===== config.mk =====
export PLATFORM = sky130hd
export DESIGN_NAME = div8_signed_flat
export DESIGN_NICKNAME = d
export VERILOG_FILES = /design/src/rtl/div8_signed_if.sv /design/src/rtl/div8_signed.sv /design/src/flat_wrapper.sv
export SDC_FILE = /design/constraint.sdc
export NUM_CORES = 1
export LEC_CHECK = 0
export CAP_MARGIN = 30
export CORE_ASPECT_RATIO = 2
export CORE_MARGIN = 1.5
export CORE_UTILIZATION = 45
export DETAILED_ROUTE_END_ITERATION = 7
export PLACE_DENSITY = 0.72
export SYNTH_ARGS = -nofsm -noshare
export SYNTH_HDL_FRONTEND = slang
export SYNTH_SLANG_ARGS = --single-unit

===== constraint.sdc =====
create_clock -name clk -period 1.92 [get_ports clk]
set_input_delay 0.384 -clock clk [delete_from_list [all_inputs] [get_ports clk]]
set_output_delay 0.384 -clock clk [all_outputs]
set_load 0.005 [all_outputs]

===== src/rtl/div8_signed_if.sv =====
// ----------------------------------------------------------------------------
// div8_signed_if
//   Start/done handshake and operand/result bundle for the sequential signed
//   divider. The master requests a division and reads the results, and the
//   slave (the divider) performs it.
//
//   start      master -> slave  request, sampled only while the divider is idle
//   dividend   master -> slave  8-bit signed dividend
//   divisor    master -> slave  4-bit signed divisor
//   quotient   slave -> master  8-bit signed quotient
//   remainder  slave -> master  4-bit signed remainder
//   done       slave -> master  one-cycle completion pulse
//   busy       slave -> master  division in flight
//   div_zero   slave -> master  last division had a zero divisor
//   ovf        slave -> master  last division was -128 / -1
// ----------------------------------------------------------------------------
interface div8_signed_if;
    logic               start;
    logic signed [7:0]  dividend;
    logic signed [3:0]  divisor;
    logic signed [7:0]  quotient;
    logic signed [3:0]  remainder;
    logic               done;
    logic               busy;
    logic               div_zero;
    logic               ovf;

    modport master (
        output start, dividend, divisor,
        input  quotient, remainder, done, busy, div_zero, ovf
    );

    modport slave (
        input  start, dividend, divisor,
        output quotient, remainder, done, busy, div_zero, ovf
    );
endinterface


===== src/rtl/div8_signed.sv =====
// ----------------------------------------------------------------------------
// div8_signed
//   Sequential signed divider: 8-bit dividend / 4-bit divisor -> 8-bit
//   quotient and 4-bit remainder. Restoring division is run on magnitudes
//   for 8 iterations, then signs are applied so the quotient truncates toward
//   zero and the remainder follows the dividend's sign.
//   Timeline: 1 capture edge + 8 iteration edges + 1 fix edge; done pulses
//   for one cycle after the fix edge.
//
//   clk   in   rising-edge clock
//   rstn  in   synchronous active-low reset
//   bus   slave modport of div8_signed_if (start/operands in, results out)
// ----------------------------------------------------------------------------
module div8_signed (
    input  logic          clk,
    input  logic          rstn,
    div8_signed_if.slave  bus
);

    typedef enum logic [1:0] {
        S_IDLE = 2'd0,
        S_ITER = 2'd1,
        S_FIX  = 2'd2
    } state_t;

    state_t             r_state;
    logic [8:0]         r_dmag;     // |dividend|, 9 bits so 128 is representable
    logic [4:0]         r_vmag;     // |divisor|, up to 8
    logic [4:0]         r_p;        // partial remainder
    logic [7:0]         r_q;        // working quotient magnitude
    logic               r_qsign;
    logic               r_rsign;
    logic               r_zflag;
    logic [3:0]         r_count;

    logic signed [7:0]  r_quotient;
    logic signed [3:0]  r_remainder;
    logic               r_done;
    logic               r_busy;
    logic               r_div_zero;
    logic               r_ovf;

    // Magnitude of a signed dividend, widened so -128 maps to +128.
    function automatic logic [8:0] mag8(input logic signed [7:0] x);
        logic signed [8:0] e;
        e = {x[7], x};
        if (e < 0) e = -e;
        return e;
    endfunction

    // Magnitude of a signed divisor; -8 maps to +8.
    function automatic logic [4:0] mag4(input logic signed [3:0] x);
        logic signed [4:0] e;
        e = {x[3], x};
        if (e < 0) e = -e;
        return e;
    endfunction

    // Conditional two's-complement negation for the final sign fix-up.
    function automatic logic [7:0] apply_sign8(input logic s, input logic [7:0] v);
        return s ? -v : v;
    endfunction

    function automatic logic [3:0] apply_sign4(input logic s, input logic [3:0] v);
        return s ? -v : v;
    endfunction

    // One restoring step: bring down the next dividend bit and trial-subtract.
    // T is formed one bit wider than P so every P bit participates; the
    // result always fits back in 5 bits because P stays below |divisor| <= 8.
    logic [5:0] w_t;
    logic       w_ge;
    logic [4:0] w_pnext;

    always_comb begin
        w_t     = {r_p, r_dmag[7]};
        w_ge    = (w_t >= {1'b0, r_vmag});
        w_pnext = w_ge ? 5'(w_t - {1'b0, r_vmag}) : w_t[4:0];
    end

    always_ff @(posedge clk) begin
        if (!rstn) begin
            r_state     <= S_IDLE;
            r_dmag      <= '0;
            r_vmag      <= '0;
            r_p         <= '0;
            r_q         <= '0;
            r_qsign     <= 1'b0;
            r_rsign     <= 1'b0;
            r_zflag     <= 1'b0;
            r_count     <= '0;
            r_quotient  <= '0;
            r_remainder <= '0;
            r_done      <= 1'b0;
            r_busy      <= 1'b0;
            r_div_zero  <= 1'b0;
            r_ovf       <= 1'b0;
        end else begin
            r_done <= 1'b0;
            case (r_state)
                S_IDLE: begin
                    if (bus.start) begin
                        r_dmag  <= mag8(bus.dividend);
                        r_vmag  <= mag4(bus.divisor);
                        r_qsign <= bus.dividend[7] ^ bus.divisor[3];
                        r_rsign <= bus.dividend[7];
                        r_zflag <= (bus.divisor == 4'sd0);
                        r_p     <= '0;
                        r_q     <= '0;
                        r_count <= 4'd8;
                        r_busy  <= 1'b1;
                        r_state <= S_ITER;
                    end
                end

                S_ITER: begin
                    r_p     <= w_pnext;
                    r_q     <= {r_q[6:0], w_ge};
                    r_dmag  <= r_dmag << 1;
                    r_count <= r_count - 4'd1;
                    if (r_count == 4'd1) r_state <= S_FIX;
                end

                S_FIX: begin
                    if (r_zflag) begin
                        r_quotient  <= '0;
                        r_remainder <= '0;
                        r_div_zero  <= 1'b1;
                        r_ovf       <= 1'b0;
                    end else begin
                        r_quotient  <= apply_sign8(r_qsign, r_q);
                        r_remainder <= apply_sign4(r_rsign, r_p[3:0]);
                        r_div_zero  <= 1'b0;
                        // A positive quotient with bit 7 set can only be
                        // 128 from -128 / -1, which is not representable.
                        r_ovf       <= ~r_qsign & r_q[7];
                    end
                    r_done  <= 1'b1;
                    r_busy  <= 1'b0;
                    r_state <= S_IDLE;
                end

                default: r_state <= S_IDLE;
            endcase
        end
    end

    assign bus.quotient  = r_quotient;
    assign bus.remainder = r_remainder;
    assign bus.done      = r_done;
    assign bus.busy      = r_busy;
    assign bus.div_zero  = r_div_zero;
    assign bus.ovf       = r_ovf;

endmodule


===== src/flat_wrapper.sv =====
// flat-port wrapper written by rule: the top's interface ports become plain ports
module div8_signed_flat 
  (clk, rstn, bus_start, bus_dividend, bus_divisor, bus_quotient, bus_remainder, bus_done, bus_busy, bus_div_zero, bus_ovf);
  div8_signed_if bus_i ();
  input  logic clk;
  input  logic rstn;
  input wire logic [$bits(bus_i.start)-1:0] bus_start;
  input wire logic [$bits(bus_i.dividend)-1:0] bus_dividend;
  input wire logic [$bits(bus_i.divisor)-1:0] bus_divisor;
  output wire logic [$bits(bus_i.quotient)-1:0] bus_quotient;
  output wire logic [$bits(bus_i.remainder)-1:0] bus_remainder;
  output wire logic [$bits(bus_i.done)-1:0] bus_done;
  output wire logic [$bits(bus_i.busy)-1:0] bus_busy;
  output wire logic [$bits(bus_i.div_zero)-1:0] bus_div_zero;
  output wire logic [$bits(bus_i.ovf)-1:0] bus_ovf;
  assign bus_i.start = bus_start;
  assign bus_i.dividend = bus_dividend;
  assign bus_i.divisor = bus_divisor;
  assign bus_quotient = bus_i.quotient;
  assign bus_remainder = bus_i.remainder;
  assign bus_done = bus_i.done;
  assign bus_busy = bus_i.busy;
  assign bus_div_zero = bus_i.div_zero;
  assign bus_ovf = bus_i.ovf;
  div8_signed u_core (.clk(clk), .rstn(rstn), .bus(bus_i));
endmodule

==> metrics.txt, run 1 <==
Post-DP HPWL=4297 um; die area=6259 um^2; grt total ovfl=0; post-synthesis instance total=296; vias in the first global route=2,267; Post-Route WL=5706 um; max-slew violation count=0; wire per inst=14.34 um; gr usage total=18.94%; clk_skew=5.911 ps; GP Congestion=0.8403; Pre-Repair DR Iteration Count=6; Yosys reg bits=51; Min-Delay Path Class=flip-flop to flip-flop; Post-Syn Area=2595 um^2; Post-layout nets=363; final cell count without fillers=398; largest net degree at the start of global routing=29; max cap viols=0; CTS tree=done; Worst-Skew Late Latency=290 ps; Seq/Total Area, Yosys=39.34%; clock buffer depth=2; Max Fclk=0.5407 GHz; DRC viols=0; ys async rst share=0%; Peak VDD IR=0.7257 mV; most frequent cells after synthesis=dfxtp_1 (51), nand2_1 (30), nor2_1 (21); crit path DAT=2050 ps; initial antenna violation count=0; Ys Warns=0; Detailed Route Iter0 Violations=59; multi-input logic area=1408 um^2; crit path kind=flip-flop to flip-flop; pwr/cell area=812.4 nW/um^2; CTS root buf=clkbuf_16; Crit. Startpoint=u_core.r_dmag[7]; kind of end point of the critical path=flip-flop; Layout area overhead=21.79%; H-tree levels=2; crit path time final=1849 ps; via count=2,314; top cells by area, synth=dfxtp_1 (39%), ha_1 (5.3%), nand2_1 (4.3%); FP Rows=39; Worst-path clk slew=70 ps; Syn Area/Cell=8.767 um^2; area leader, netlist=dfxtp_1; Die Height=110.4 um; r2r startpoint=u_core.r_dmag[7]; # placed instances=389; Yosys top cell area share=39.34%; Post-Route Setup TNS=0 ps; cts bufs inserted=5; Leakage=0.001203 uW; first-pass GRT wire length=9487 um; fraction of layout cells with a size suffix above 1=11.28%; clock sink count=51; run status=complete, no violations; EDFF count, synth=0; Critical Path RT=2120 ps; hold path start=u_core.bus.quotient[3]; syn_nets=323; Final setup viols=0; period utilisation layout=96.32%; top_reg_cell synth=dfxtp_1; fillers=513; post-synth cell types=61; Antenna Cells=0; crit path max-delay cell type=fa_2; ANT nets after route=0; CP startpoint kind=flip-flop; crit path max fanout=4; initial core utilization=46.24%; Worst slew margin=71.79%; Ports=31; max incr delay on CP=360 ps; Slew @ Worst Pin=417.6 ps; unrepaired setup endpoints after global routing=true; Die Span X=56.70 um; core area=5612 um^2; Final Hold Viols=0; count leader, synth=dfxtp_1; vias per cell=5.814; Register Area=1021 um^2; port bufs=30; CP Cell Sequence=inv_1 > ha_2 > inv_1 > fa_2 > a21oi_2 > o211ai_1 > or2_4 > buf_4 > o211ai_1
-- final timing paths --
path,slack (ps),to,depth (start not counted)
hold reg to reg,450,u_core.bus.quotient[3],2
setup reg to reg,70,u_core.r_p[0],9
hold / removal,450,u_core.bus.quotient[3],2
setup / recovery,70,u_core.r_p[0],9
-- worst max-delay path, delay by kind of cell, from the launching register on --
kind / cells / cell delay [ps]
fa+ha+maj: 2 / 520
compound gates: 3 / 420
flops: 1 / 310
simple gates: 1 / 280
buf+inv: 3 / 230
-- cell families (layout without fill, tap and decap cells) --
logic type,count (synthesis),after routing,share of synthesized area [%]
and+or+nand+nor,103,103,21.26
AOI/OAI and AO/OA,82,82,21.70
DFF,51,51,39.34
buffers and inverters,34,75,6.846
xor gates and xnor gates,13,13,4.388
adders and majority gates,12,12,6.075
muxes,1,1,0.3857
-- metal layers --
| layer | vias to the layer above | global-route usage (%) | wire (um) |
|---|---|---|---|
| met5 | - | 0 | 0 |
| met4 | 0 | 7.313 | 109 |
| met3 | 16 | 2.917 | 176 |
| met2 | 51 | 37.62 | 3099 |
| met1 | 1110 | 19.09 | 2320 |
| li1 | 1137 | - | - |
-- placed cells by master (no fill, tap or decap), drive strengths merged, types with 3 or more instances in the layout --
cell type,n
o31ai,4
and3,3
nor2,21
clkbuf,6
a21oi,18
o211ai,5
xor2,8
nor2b,3
a22o,5
dfxtp,51
inv,17
nand3,8
nor3,4
nand2,30
a22oi,9
xnor2,5
ha,11
clkdlybuf4s50,30
nand2b,5
and3b,4
nor3b,3
buf,20
a211oi,4
o21ai,20
or3,5
-- metrics by stage --
step	power (uW)	util, %	hold slack (ps)	setup slack [ps]	instance area [um^2]
2_1_floorplan	1540	-	423.1	3.509	2600
3_3_place_gp	1689	53.56	438.8	-53.22	3005
3_5_place_dp	1709	53.56	445.2	-115.4	3005
4_1_cts	2550	56.14	454.0	3.930	3151
5_1_grt	2678	56.32	476.0	-34.44	3161
6_report	2567	56.32	451.4	70.71	3161
-- report_power, final --
part,internal (uW),switching [uW],leakage (uW)
clock network,481,374,0.0000669
registers,1120,54.3,0.000415
logic,263,280,0.000722
-- sequential cells by signal, indices dropped and copies added, names as in the netlist --
register / count
u_core.bus.done: 1
u_core.r_q: 8
u_core.bus.ovf: 1
u_core.r_dmag: 8
u_core.r_qsign: 1
u_core.r_p: 5
u_core.bus.quotient: 8
u_core.r_vmag: 5
u_core.bus.div_zero: 1
u_core.r_state: 2
u_core.bus.remainder: 4
u_core.r_count: 4
u_core.r_rsign: 1
u_core.r_zflag: 1
u_core.bus.busy: 1
-- cell type report --
class,instances,share of cell area [%]
Sequential cell,51,32.30
Multi-Input combinational cell,211,44.54
Tap cell,61,2.415
Clock inverter,2,0.3959
Inverter,17,2.019
Clock buffer,6,4.078
Timing Repair Buffer,50,14.25
-- repair_timing --
action                     4_1_cts  5_1_grt
buffers inserted                 0        1
setup endpoints to repair        1        3
hold buffers                     0        0
hold endpoints to repair         0        0
pin swaps                        0        7
resized for setup                1        1
Power figures use the tool's default switching activity.
==> run 2: changes to the inputs <==
- GPL_TIMING_DRIVEN: not set -> 0
==> metrics.txt, run 2 (synthesis gave the netlist of run 1 again) <==
run status=complete, no violations; Die Height=110.4 um (unchanged); FP Rows=39 (unchanged); cts bufs inserted=5 (unchanged); Leakage=0.001194 uW (-0.79%); r2r startpoint=u_core.r_dmag[7]; pwr/cell area=820.5 nW/um^2 (+1.0%); delay-heaviest family, CP=adder cells; Ports=31 (unchanged); Sequential Power Share=44.7% (-0.8 points); ANT nets after route=0 (unchanged); die area=6259 um^2 (unchanged); Int Pwr=1854 uW (-0.30%); initial antenna violation count=0 (unchanged); Pre-Repair DR Iteration Count=4 (-2); number of cells on the critical path=8 (-1); Reg2Reg Setup Slack=60 ps (about the same); period utilisation layout=96.62% (+0.31 points); Worst-Skew Late Latency=290 ps (about the same); combinational fraction of design power=22.0% (+0.9 points); grt total ovfl=0 (unchanged); Final Hold Viols=0 (unchanged); Final setup viols=0 (unchanged); Worst-path clk slew=70 ps (about the same); cts hold-fix bufs=0 (unchanged); CTS tree=done; max incr delay on CP=420 ps (+60 ps); Post-Route WL=6249 um (+9.5%); DRC viols=0 (unchanged); Peak VDD IR=0.6289 mV (-13%); most frequent CP cell=inv_2; crit path DAT=2040 ps (about the same); via count=2,276 (-1.6%); clock sink count=51 (unchanged); max-slew violation count=0 (unchanged); most frequent cells in the layout=dfxtp_1 (49), nand2_1 (30), clkdlybuf4s50_1 (29); Antenna Cells=0 (unchanged); crit path max-delay cell type=fa_2; Crit. Startpoint=u_core.r_dmag[7]; GP Congestion=0.8229 (-2.1%); wire per inst=15.74 um (+9.8%); worst setup slack after layout=64.84 ps (-5.870 ps); Slew @ Worst Pin=611.7 ps (+194.1 ps); gr usage total=20.69% (+1.7 points); largest net degree at the start of global routing=16 (-45%); kind of end point of the critical path=flip-flop; Worst Path Buf+Inv=2 (-1); crit path kind=flip-flop to flip-flop; crit path max fanout=4 (unchanged); post-route cell area=3171 um^2 (+0.32%); Max Fclk=0.5390 GHz (-0.32%); clock buffer depth=2 (unchanged); max cap viols=0 (unchanged); Detailed Route Iter0 Violations=64 (+8.5%); P_sw=748.0 uW (+5.6%); commonest non-fill, non-tap cell in the layout=dfxtp_1; Critical Path RT=2100 ps (-20 ps); initial core utilization=46.24% (unchanged); CTS root buf=clkbuf_16; clk_skew=4.389 ps (-1.522 ps); first-pass GRT wire length=10,040 um (+5.8%); R2R cell count=8 (-1); Worst slew margin=59.22% (-13 points); Clock Power Share=33.3% (about the same); unrepaired setup endpoints after global routing=false; core area=5612 um^2 (unchanged); H-tree levels=2 (unchanged); vias in the first global route=2,210 (-2.5%); CP Cell Sequence=inv_2 > ha_4 > inv_2 > fa_2 > a21oi_2 > o211ai_1 > or2_4 > a311o_1; hold path cells=3 (+1); vias per cell=5.733 (-1.4%); Placed Area=2967 um^2 (-1.3%); fraction of layout cells with a size suffix above 1=11.90% (+0.63 points); dpl ws=-181.0 ps (-65.63 ps); crit path to=u_core.r_p[1]; port bufs=29 (-3.3%); Post-layout nets=362 (-0.28%); Die Span X=56.70 um (unchanged); switch share=28.75% (+1.2 points); CP startpoint kind=flip-flop; Min-Delay Path Class=input port to flip-flop; # placed instances=386 (-0.77%); crit path time final=1855 ps (+5.870 ps); FF-to-FF End=u_core.r_p[1]; Post-DP HPWL=4475 um (+4.1%); Layout area overhead=22.18%; final cell count without fillers=397 (-0.25%)
==> run 2: cell count changes in the layout (fill, tap and decap cells not counted), sizes merged <==
cell	before	now
buf	20	13
clkbuf	6	13
clkdlybuf4s50	30	29
==> run 2: repair_timing <==
action,in CTS,in global routing
gates resized for setup,0,12
setup buffers,1,2
endpoints found under the hold margin,0,0
pin swaps,2,6
setup endpoints to repair,3,12
==> run 2: worst register-to-register path: stages (launching register included) <==
cell	delay, ps
dfxtp_2	320
inv_2	60
ha_4	130
inv_2	40
fa_2	420
a21oi_2	110
o211ai_1	120
or2_4	300
a311o_1	260
==> run 2: through the flow <==
step | total power, uW | hold slack (ps) | setup TNS (ps) | util, %
6_report | 2602 | 385.2 | 0 | 56.50
5_1_grt | 2703 | 387.8 | 0 | 56.50
4_1_cts | 2559 | 385.8 | 0 | 55.52
3_5_place_dp | 1692 | 444.0 | -3550 | 52.87
3_3_place_gp | 1669 | 438.1 | -2484 | 52.87
2_1_floorplan | 1540 | 423.1 | 0 | -
==> run 2: final cells by class <==
class | count | area, um^2
flip-flops and latches | 51 | 1023
multi-input cells | 211 | 1439
well taps | 61 | 76.32
clock buffers | 6 | 128.9
inverters | 17 | 63.81
plain buffers | 17 | 113.9
clock inverters | 2 | 12.51
fillers | 523 | 2441
repair buffers | 32 | 312.8
==> run 2: how the worst min path moves through the flow <==
stage                            startpoint                       to  slack [ps]
floorplan                  u_core.r_dmag[0]         u_core.r_dmag[0]         420
global placement    u_core.bus.remainder[3]  u_core.bus.remainder[3]         440
detailed placement   u_core.bus.quotient[4]   u_core.bus.quotient[4]         440
CTS                                    rstn   u_core.bus.quotient[6]         390
global route                           rstn   u_core.bus.quotient[6]         390
finish                                 rstn   u_core.bus.quotient[6]         390
==> run 2: power groups by stage <==
| stage | combinational [uW] | sequential, uW | clock (uW) |
|---|---|---|---|
| after global routing | 620 | 1170 | 915 |
| final | 571 | 1160 | 868 |
| after global placement | 488 | 1180 | 0 |
| after floorplan | 368 | 1170 | 0 |
| after CTS | 526 | 1160 | 874 |
| after detailed placement | 508 | 1180 | 0 |
==> run 2: layer usage <==
metal / vias to the layer above / part of all wire (%) / global-route usage, %
met4: 0 / 3.1 / 9.524
met5: - / 0 / 0
met1: 1079 / 42 / 22.31
met2: 45 / 52 / 38.12
li1: 1137 / - / -
met3: 15 / 2.8 / 3.967
